<file path="src/rtl/player_motion_pkg.sv">
// Shared game definitions: screen geometry, coordinate types and the game state
// enum reused by the game-control FSM.
package player_motion_pkg;

    localparam int H_VIS   = 640;
    localparam int V_VIS   = 480;
    localparam int COORD_W = 10;

    typedef logic        [COORD_W-1:0] coord_t;
    typedef logic signed [COORD_W:0]   scoord_t;

    typedef enum logic [1:0] {
        IDLE   = 2'd0,
        MOVE   = 2'd1,
        FROZEN = 2'd2
    } game_state_e;

    // Opposite edge of a square sprite whose near edge is at `near_edge`.
    function automatic coord_t far_edge(input coord_t near_edge, input int size);
        far_edge = near_edge + coord_t'(size - 1);
    endfunction

endpackage

</file>
<file path="src/rtl/player_motion_axis_step.sv">
// One axis of sprite motion: applies +/-STEP from a button pair and clamps the
// result onto [LO, HI] so the limit value itself is always reached.
module player_motion_axis_step
    import player_motion_pkg::*;
#(
    parameter int STEP = 2,
    parameter int LO   = 0,
    parameter int HI   = 624
) (
    input  coord_t coord,
    input  logic   dec,
    input  logic   inc,
    output coord_t coord_next,
    output logic   changed
);

    localparam scoord_t STEP_S = scoord_t'(STEP);
    localparam scoord_t LO_S   = scoord_t'(LO);
    localparam scoord_t HI_S   = scoord_t'(HI);

    scoord_t cur_s;
    scoord_t cand_s;

    // Signed candidate position, then clamp so underflow below zero is caught.
    always_comb begin
        cur_s  = scoord_t'({1'b0, coord});
        cand_s = cur_s;
        if (inc && !dec) begin
            cand_s = cur_s + STEP_S;
        end else if (dec && !inc) begin
            cand_s = cur_s - STEP_S;
        end else begin
            cand_s = cur_s;
        end

        if (cand_s < LO_S) begin
            coord_next = LO_S[COORD_W-1:0];
        end else if (cand_s > HI_S) begin
            coord_next = HI_S[COORD_W-1:0];
        end else begin
            coord_next = cand_s[COORD_W-1:0];
        end

        changed = (coord_next != coord);
    end

endmodule

</file>
<file path="src/rtl/player_motion.sv">
// Player sprite position owner: frame-paced button motion clamped to the arena,
// frozen on a hit from the hit detector until restart.
module player_motion
    import player_motion_pkg::*;
#(
    parameter int SIZE      = 16,
    parameter int START_X   = 312,
    parameter int START_Y   = 232,
    parameter int STEP      = 2,
    parameter int FRAME_DIV = 2,
    parameter int X_MIN     = 0,
    parameter int X_MAX     = H_VIS - 1,
    parameter int Y_MIN     = 0,
    parameter int Y_MAX     = V_VIS - 1
) (
    input  logic               clk,
    input  logic               rst_n,
    input  logic               frame_tick,
    input  logic               btn_up,
    input  logic               btn_down,
    input  logic               btn_left,
    input  logic               btn_right,
    input  logic               run,
    input  logic               hit,
    input  logic               restart,
    output logic [COORD_W-1:0] play_top,
    output logic [COORD_W-1:0] play_bottom,
    output logic [COORD_W-1:0] play_left,
    output logic [COORD_W-1:0] play_right,
    output logic               moving,
    output logic               frozen
);

    localparam coord_t     START_X_C = coord_t'(START_X);
    localparam coord_t     START_Y_C = coord_t'(START_Y);
    localparam logic [3:0] DIV_LAST  = 4'(FRAME_DIV - 1);

    coord_t      x_q, x_d;
    coord_t      y_q, y_d;
    logic [3:0]  div_cnt_q, div_cnt_d;
    game_state_e state_q, state_d;
    logic        moving_q, moving_d;
    logic        frozen_q, frozen_d;

    coord_t      x_next;
    coord_t      y_next;
    logic        x_chg;
    logic        y_chg;

    player_motion_axis_step #(
        .STEP (STEP),
        .LO   (X_MIN),
        .HI   (X_MAX - SIZE + 1)
    ) u_x_step (
        .coord      (x_q),
        .dec        (btn_left),
        .inc        (btn_right),
        .coord_next (x_next),
        .changed    (x_chg)
    );

    player_motion_axis_step #(
        .STEP (STEP),
        .LO   (Y_MIN),
        .HI   (Y_MAX - SIZE + 1)
    ) u_y_step (
        .coord      (y_q),
        .dec        (btn_up),
        .inc        (btn_down),
        .coord_next (y_next),
        .changed    (y_chg)
    );

    // Next-state logic: restart beats hit, hit beats any motion due this cycle.
    always_comb begin
        x_d       = x_q;
        y_d       = y_q;
        div_cnt_d = div_cnt_q;
        state_d   = state_q;
        moving_d  = 1'b0;

        if (restart) begin
            x_d       = START_X_C;
            y_d       = START_Y_C;
            div_cnt_d = 4'd0;
            state_d   = IDLE;
        end else begin
            case (state_q)
                IDLE: begin
                    div_cnt_d = 4'd0;
                    if (run) begin
                        state_d = MOVE;
                    end else begin
                        state_d = IDLE;
                    end
                end
                MOVE: begin
                    if (hit) begin
                        state_d   = FROZEN;
                        div_cnt_d = 4'd0;
                    end else if (!run) begin
                        state_d   = IDLE;
                        div_cnt_d = 4'd0;
                    end else if (frame_tick) begin
                        if (div_cnt_q == DIV_LAST) begin
                            div_cnt_d = 4'd0;
                            x_d       = x_next;
                            y_d       = y_next;
                            moving_d  = x_chg | y_chg;
                        end else begin
                            div_cnt_d = div_cnt_q + 4'd1;
                        end
                    end else begin
                        div_cnt_d = div_cnt_q;
                    end
                end
                FROZEN: begin
                    div_cnt_d = 4'd0;
                end
                default: begin
                    state_d   = IDLE;
                    div_cnt_d = 4'd0;
                end
            endcase
        end

        frozen_d = (state_d == FROZEN);
    end

    // State and position registers with synchronous active-low reset.
    always_ff @(posedge clk) begin
        if (!rst_n) begin
            x_q       <= START_X_C;
            y_q       <= START_Y_C;
            div_cnt_q <= 4'd0;
            state_q   <= IDLE;
            moving_q  <= 1'b0;
            frozen_q  <= 1'b0;
        end else begin
            x_q       <= x_d;
            y_q       <= y_d;
            div_cnt_q <= div_cnt_d;
            state_q   <= state_d;
            moving_q  <= moving_d;
            frozen_q  <= frozen_d;
        end
    end

    // Edges depend on the position registers only, so no path from hit back to them.
    assign play_top    = y_q;
    assign play_bottom = far_edge(y_q, SIZE);
    assign play_left   = x_q;
    assign play_right  = far_edge(x_q, SIZE);
    assign moving      = moving_q;
    assign frozen      = frozen_q;

endmodule
</file>
<file path="config.mk">
export PLATFORM = sky130hd
export DESIGN_NAME = player_motion
export DESIGN_NICKNAME = d
export VERILOG_FILES = /design/src/rtl/player_motion_pkg.sv /design/src/rtl/player_motion_axis_step.sv /design/src/rtl/player_motion.sv
export SDC_FILE = /design/constraint.sdc
export NUM_CORES = 1
export LEC_CHECK = 0
export BUFFER_PORTS_ARGS = -buffer_cell sky130_fd_sc_hd__buf_2
export CAP_MARGIN = 10
export CORE_UTILIZATION = 40
export CTS_BUF_LIST = sky130_fd_sc_hd__clkbuf_16
export CTS_CLUSTER_SIZE = 30
export DETAILED_ROUTE_END_ITERATION = 12
export SLEW_MARGIN = 20
export SYNTH_ARGS = -nofsm -noshare
export SYNTH_HDL_FRONTEND = slang
export SYNTH_SLANG_ARGS = --single-unit
</file>
<file path="constraint.sdc">
create_clock -name clk -period 4 [get_ports clk]
set_input_delay 0.2 -clock clk [delete_from_list [all_inputs] [get_ports clk]]
set_output_delay 0.2 -clock clk [all_outputs]
set_load 0.01 [all_outputs]
</file>
==> impl_metrics.ini, run 1 <==
[timing]
setup_viol = 0
final_max_slew_viol_count = 0
fmax_mhz = 306.9
fin_ws_ps = 742.0
tns_ps = 0
period_minus_slack_ps = 3258
hold_viol = 0
period_share = 0.8145
rsz0062_at_grt = no
fin_worst_skew_ps = 4.479
worstMarginPinSlew_ps = 759.5
max_slew_margin = 0.4937

[route]
highest_layer = met4
vias_per_cell = 5.753
vias = 2606
met2WireLength_mm = 3.038
wirelength_mm = 6.582
drtIter0Drc = 215
wl_met3_um = 230
drc_errors = 0
dr.pass1.iters = 5
wl_per_cell_um = 14.53
ant_nets = 0
met1Wirelength_mm = 3.267

[synthesis]
ys_ff_latch = 28
syn_nets = 360
syn_inst = 344
syn_area_sq_um = 2505
ys.flop_type = dfxtp_1
ys_seq_area_frac = 0.2238
synth_edf_count = 0
yosys_warnings = 0
synth.avg_cell_area_sq_um = 7.282
synthArstFlopShare = 0
ys_types = 61

[hold_path]
min-delay-start = run
hp-class = input port to register

[die]
coreArea_sq_um = 5991
io_pins = 52
die_area_sq_um = 6583
die_h_um = 81.14
rows = 28
die_w_um = 81.14
start_util = 0.4181

[global_route]
grt_usage = 0.2123
grt_max_degree = 23
grt_pass1_vias = 2332
grt_pass1_wl_mm = 11.15
overflow = 0
antenna_found_initial = 0

[critical_path]
critPathKind = register to register
cp-startpoint = play_left[1]
worstPathRequired_ps = 4150
arrival_ps = 3410
r2r_start = play_left[1]
crit_fanout = 12
start_kind = register
critPathCaptureType = register

[placed_design]
dp_cells = 449
placed_cell_area_sq_um = 2773
place_hpwl_mm = 4.938
gp_congestion = 0.9350
dp_slack_ps = 814.6
port_buffers = 51

[clock_network]
tritoncts = built
hold_buffers = 0
numCtsBuffers = 3
ctsHtreeMaxLevel = 1
clkLatencyLatePin_ps = 270
post_cts_buffers = 0
cts_buffer_depth = 2
cts_resized = 0
cts.sinks = 28
cts-root-buf = clkbuf_16
path_clk_slew_ps = 70

[pwr]
leakagePower_nw = 1.074
pwr_density_cell_nw_per_um2 = 214.7
max-vdd-ir-drop_mv = 0.1385

[run]
cap_violations = 0

[layout]
final_nets = 395
antenna_cells = 0
design_area_sq_um = 2878
syn_to_final_growth_pct = 14.89
drive_above_1_share = 0.1905
stdcell_count = 453

[outcome]
status = finished, final reports clean
[worst max-delay path, cell delays in order, from the launching register on]
cell and delay, ps:
dfxtp_1 530, inv_1 130, ha_1 230, and3b_1 210, a21oi_1 340, xnor2_1 100, o311ai_0 380, o21ai_1 180
a21oi_2 400, mux2i_1 230, nand2_1 70, o311a_1 340
[routing by layer]
| metal | vias to the layer above | GRT usage |
|---|---|---|
| li1 | 1312 | - |
| met1 | 1237 | 0.3105 |
| met2 | 52 | 0.3328 |
| met3 | 5 | 0.03146 |
| met4 | 0 | 0.02857 |
| met5 | - | 0 |
[worst paths after layout]
kind / slack (ps) / cells past startpoint / to
max: 740 / 11 / moving
min: 220 / 2 / state_q[0]
max reg2reg: 740 / 11 / moving
min reg2reg: 520 / 2 / div_cnt_q[3]
[area by class of cell]
| class | count | area, sq um |
|---|---|---|
| multi-input cells | 282 | 1810 |
| well taps | 75 | 93.84 |
| clock buffers | 3 | 75.07 |
| inverters | 12 | 45.04 |
| clock inverters | 1 | 30.03 |
| fillers | 631 | 3113 |
| flip-flops and latches | 28 | 560.5 |
| repair buffers | 52 | 262.8 |
[cells by family (layout without fill, tap and decap cells)]
family          after synthesis  in the layout  synth area share
compound gates               85             85            0.2233
xor+xnor                     31             31            0.1084
fa+ha+maj                     6              6           0.02997
buf+inv                      34             68           0.05594
flops                        28             28            0.2238
mux                           6              6           0.02448
simple gates                154            154            0.3342
[through the flow]
stage            util  power (mW)  hold WS [ps]
3_5_place_dp   0.4628      0.3246         483.5
3_3_place_gp   0.4628      0.3246         478.2
5_1_grt        0.4804      0.6400         236.4
6_report       0.4804      0.6180         216.9
4_1_cts        0.4804      0.6238         204.2
2_1_floorplan       -      0.3106         336.8
[layout by cell type (no fill, tap or decap), types with 4 or more instances in the layout]
master,netlist,final
buf_2,4,51
nand2_1,34,34
nor2_1,29,29
dfxtp_1,28,28
a21oi_1,27,27
xnor2_1,18,18
o21ai_0,15,15
nand3_1,13,13
xor2_1,13,13
inv_1,12,12
nor3_1,10,10
or3_1,8,8
nand4_1,8,8
nand2b_1,8,8
or2_2,7,7
or4_1,6,6
ha_1,6,6
mux2i_1,5,5
nor3b_1,4,4
nand3b_1,4,4
nor2b_1,4,4
a31oi_1,4,4
[synth_stat cells (2+ instances only)]
cell / number / area, sq um
nor2b_1: 4 / 25.02
nand2b_1: 8 / 50.05
and3b_1: 3 / 26.28
nand2_1: 34 / 127.6
or2_2: 7 / 43.79
o21ai_0: 15 / 75.07
or3_1: 8 / 50.05
inv_1: 12 / 45.04
nand3_1: 13 / 65.06
nor3_1: 10 / 50.05
and4b_1: 3 / 30.03
and2_1: 2 / 12.51
dfxtp_1: 28 / 560.5
nor2_1: 29 / 108.9
a21oi_1: 27 / 135.1
clkbuf_1: 14 / 52.55
and3_1: 3 / 18.77
or4_1: 6 / 45.04
buf_1: 3 / 11.26
o22ai_1: 2 / 12.51
nor3b_1: 4 / 30.03
mux2i_1: 5 / 50.05
xor2_1: 13 / 113.9
xnor2_1: 18 / 157.7
o311ai_0: 2 / 17.52
a211oi_1: 3 / 22.52
a211o_1: 3 / 26.28
nand3b_1: 4 / 30.03
o211ai_1: 3 / 22.52
ha_1: 6 / 75.07
a221oi_1: 2 / 17.52
nand4_1: 8 / 50.05
a22oi_1: 3 / 22.52
buf_2: 4 / 20.02
nor4_1: 3 / 18.77
a31oi_1: 4 / 25.02
a21o_1: 2 / 15.01
a21boi_0: 2 / 15.01
o21ai_1: 2 / 10.01
[report_power, final]
| part | switching [mW] | total, mW | internal [mW] | leakage [nW] |
|---|---|---|---|---|
| Clock | 0.100 | 0.300 | 0.200 | 0.0511 |
| Combinational | 0.0244 | 0.0388 | 0.0144 | 0.797 |
| Sequential | 0.000442 | 0.280 | 0.279 | 0.226 |
[registers in the layout (all words and copies together) (netlist names)]
signal / flops
div_cnt_q: 4
play_top: 10
play_left: 10
moving: 1
frozen: 1
state_q: 2
Note: power is estimated with default switching activity, not from simulation.
==> inputs of run 2 (changes only) <==
ABC_AREA = 1   (was default)
clock period = 2.8 ns   (was 4 ns; I/O delays follow)
==> run 2 against run 1 <==
Utilization fell by 0.29 points. Worst setup slack got worse by 490 ps. Sequential power grew 43%. Hold slack worse by 96 ps. First-iteration DRC count down 34%. Global-route usage decreased by 0.88 points. Via count increased by 13%. Final area grew 6.0%. Area after synthesis rose by 6.3%. Non-clock buffer count is 3 higher. Largest power group unchanged. Highest routed layer unchanged.
==> impl_metrics.ini, run 2 <==
[die]
io_pins = 52
start_util = 0.4171
die_area_sq_um = 6990
die_h_um = 83.61
die_w_um = 83.61
rows = 29
coreArea_sq_um = 6386

[clock_network]
cts.sinks = 28
tritoncts = built
ctsHtreeMaxLevel = 1
clkLatencyLatePin_ps = 260
post_cts_buffers = 0
cts-root-buf = clkbuf_16
hold_buffers = 0
path_clk_slew_ps = 70
cts_buffer_depth = 2
numCtsBuffers = 3

[timing]
final_max_slew_viol_count = 0
setup_viol = 0
period_share = 0.9102
fmax_mhz = 392.4
rsz0062_at_grt = no
fin_worst_skew_ps = 4.294
max_slew_margin = 0.5260
hold_viol = 0
period_minus_slack_ps = 2549
tns_ps = 0
worstMarginPinSlew_ps = 710.2

[layout]
final_nets = 498
layout_commonest_cell = nand2_1
drive_above_1_share = 0.1850
ff_latch_area_sq_um = 561.8
fin_util = 0.4775
nFillCells = 712
antenna_cells = 0
syn_to_final_growth_pct = 14.47
stdcell_count = 558
multiInputGateArea_sq_um = 1828
final_cell_mix = nand2_1, buf_2, inv_1, nor2_1, nand3_1

[critical_path]
critPathKind = register to register
worstPathRequired_ps = 2970
crit_fanout = 13
rrSetupSlack_ps = 250
start_kind = register
r2r_end = moving
r2r_start = play_left[1]
r2r_cells = 17
critPathCaptureType = register
arrival_ps = 2710

[synthesis]
ys.flop_type = dfxtp_1
synth_edf_count = 0
synth_commonest_cells = nand2_1, inv_1, nor2_1, nand3_1, dfxtp_1
yosysMostFrequentCell = nand2_1
syn_inst = 439
ys_seq_area_frac = 0.2104
syn_area_sq_um = 2664
ys_types = 41
synthArstFlopShare = 0
synthDominantCellAreaShare = 0.2104
synth.avg_cell_area_sq_um = 6.068
yosys_warnings = 0
yosysTopAreaCell = dfxtp_1
syn_nets = 455
ys_ff_latch = 28
netlist_top_cells_area = dfxtp_1, nand2_1, nand3_1

[placed_design]
place_hpwl_mm = 5.673
dp_cells = 554
gp_congestion = 0.9336
port_buffers = 51

[global_route]
grt_usage = 0.2036
grt_max_degree = 24
grt_util_met1 = 0.3005
use_met3 = 0.03660
antenna_found_initial = 0
overflow = 0
grt_use_met2 = 0.3193
grt_pass1_wl_mm = 11.85
grt_pass1_vias = 2493
top_usage_layer = met2

[hold_path]
min-delay-start = run
hp-class = input port to register
whs_endpoint = state_q[0]
hold_path_depth = 2

[route]
vias_per_cell = 5.265
drtIter0Drc = 141
wirelength_mm = 7.233
drc_errors = 0
ant_nets = 0
vias = 2938
dr.pass1.iters = 6
wl_per_cell_um = 12.96

[outcome]
status = finished, final reports clean

[pwr]
pwr_density_cell_nw_per_um2 = 296.8
max-vdd-ir-drop_mv = 0.3651
leakagePower_nw = 1.678

[run]
cap_violations = 0
## run 2: changes by cell type in the layout (fill, tap and decap cells not counted), moves of 8 or more
cell      before  now
inv_1         12   41
nand2_1       34  138
or3_1          8    0
a21oi_1       27   18
xnor2_1       18    0
nor2_1        29   41
nand3_1       13   40
nand3_2        0    9
nand2b_1       8    0
xor2_1        13   21
## run 2: worst max-delay path by stage
stage,startpoint,to,slack [ps],cells after the start
floorplan,play_top[2],moving,590,17
global placement,play_left[1],moving,360,17
detailed placement,play_left[1],moving,300,17
CTS,play_left[1],moving,290,17
global route,play_top[1],moving,30,20
finish,play_left[1],moving,250,17
## run 2: area by class of cell
class | count | area share
clock inverters | 1 | 0.009848
well taps | 77 | 0.03160
clock buffers | 3 | 0.02462
inverters | 46 | 0.05663
flip-flops and latches | 28 | 0.1842
multi-input cells | 348 | 0.5995
repair buffers | 55 | 0.09356
## run 2: critical path: stages, from the launching register on
cell	delay [ps]
dfxtp_1	360
inv_1	190
ha_1	220
nand4_1	170
nand2_2	180
nand3_2	100
nand2_1	70
nand2_1	90
nor2_4	140
nand2_4	140
nand2_2	150
nand2_1	70
nand2_1	70
nand3_1	70
nor2_1	170
nand3_1	100
nor2_1	110
nor2_1	40
## run 2: cell families (layout without fill, tap and decap cells)
| family | Yosys count | after routing | share of synthesized area |
|---|---|---|---|
| flops | 28 | 28 | 0.2104 |
| buf+inv | 63 | 105 | 0.1033 |
| fa+ha+maj | 6 | 6 | 0.02818 |
| compound gates | 57 | 57 | 0.1249 |
| xor+xnor | 21 | 21 | 0.06905 |
| simple gates | 264 | 264 | 0.4641 |
## run 2: layer usage
metal	up-vias	wire length [um]
met5	-	0
met4	0	30
met3	4	462
met2	101	3136
met1	1313	3604
li1	1520	-
## run 2: per-stage QoR
| stage | instance area [sq um] | total power, mW | hold slack (ps) | setup WS [ps] |
|---|---|---|---|---|
| 6_report | 3049 | 0.9050 | 121.3 | 251.4 |
| 5_1_grt | 3049 | 0.9368 | 127.6 | 28.15 |
| 4_1_cts | 3048 | 0.9118 | 120.6 | 291.6 |
| 3_5_place_dp | 2943 | 0.4860 | 394.1 | 304.3 |
| 3_3_place_gp | 2943 | 0.4856 | 398.9 | 358.3 |
| 2_1_floorplan | 2664 | 0.4624 | 292.5 | 589.5 |
## run 2: what timing repair did
item / 4_1_cts / 5_1_grt
gates resized for setup: 0 / 1
setup endpoints to repair: 0 / 1
endpoints found under the hold margin: 0 / 0
## run 2: report_power, final
part           leakage [nW]  total (mW)  switching (mW)  internal [mW]
clock                0.0511       0.428           0.143          0.285
combinational          1.40      0.0775          0.0512         0.0263
sequential            0.226       0.400        0.000864          0.399
total                  1.68       0.905           0.195          0.710
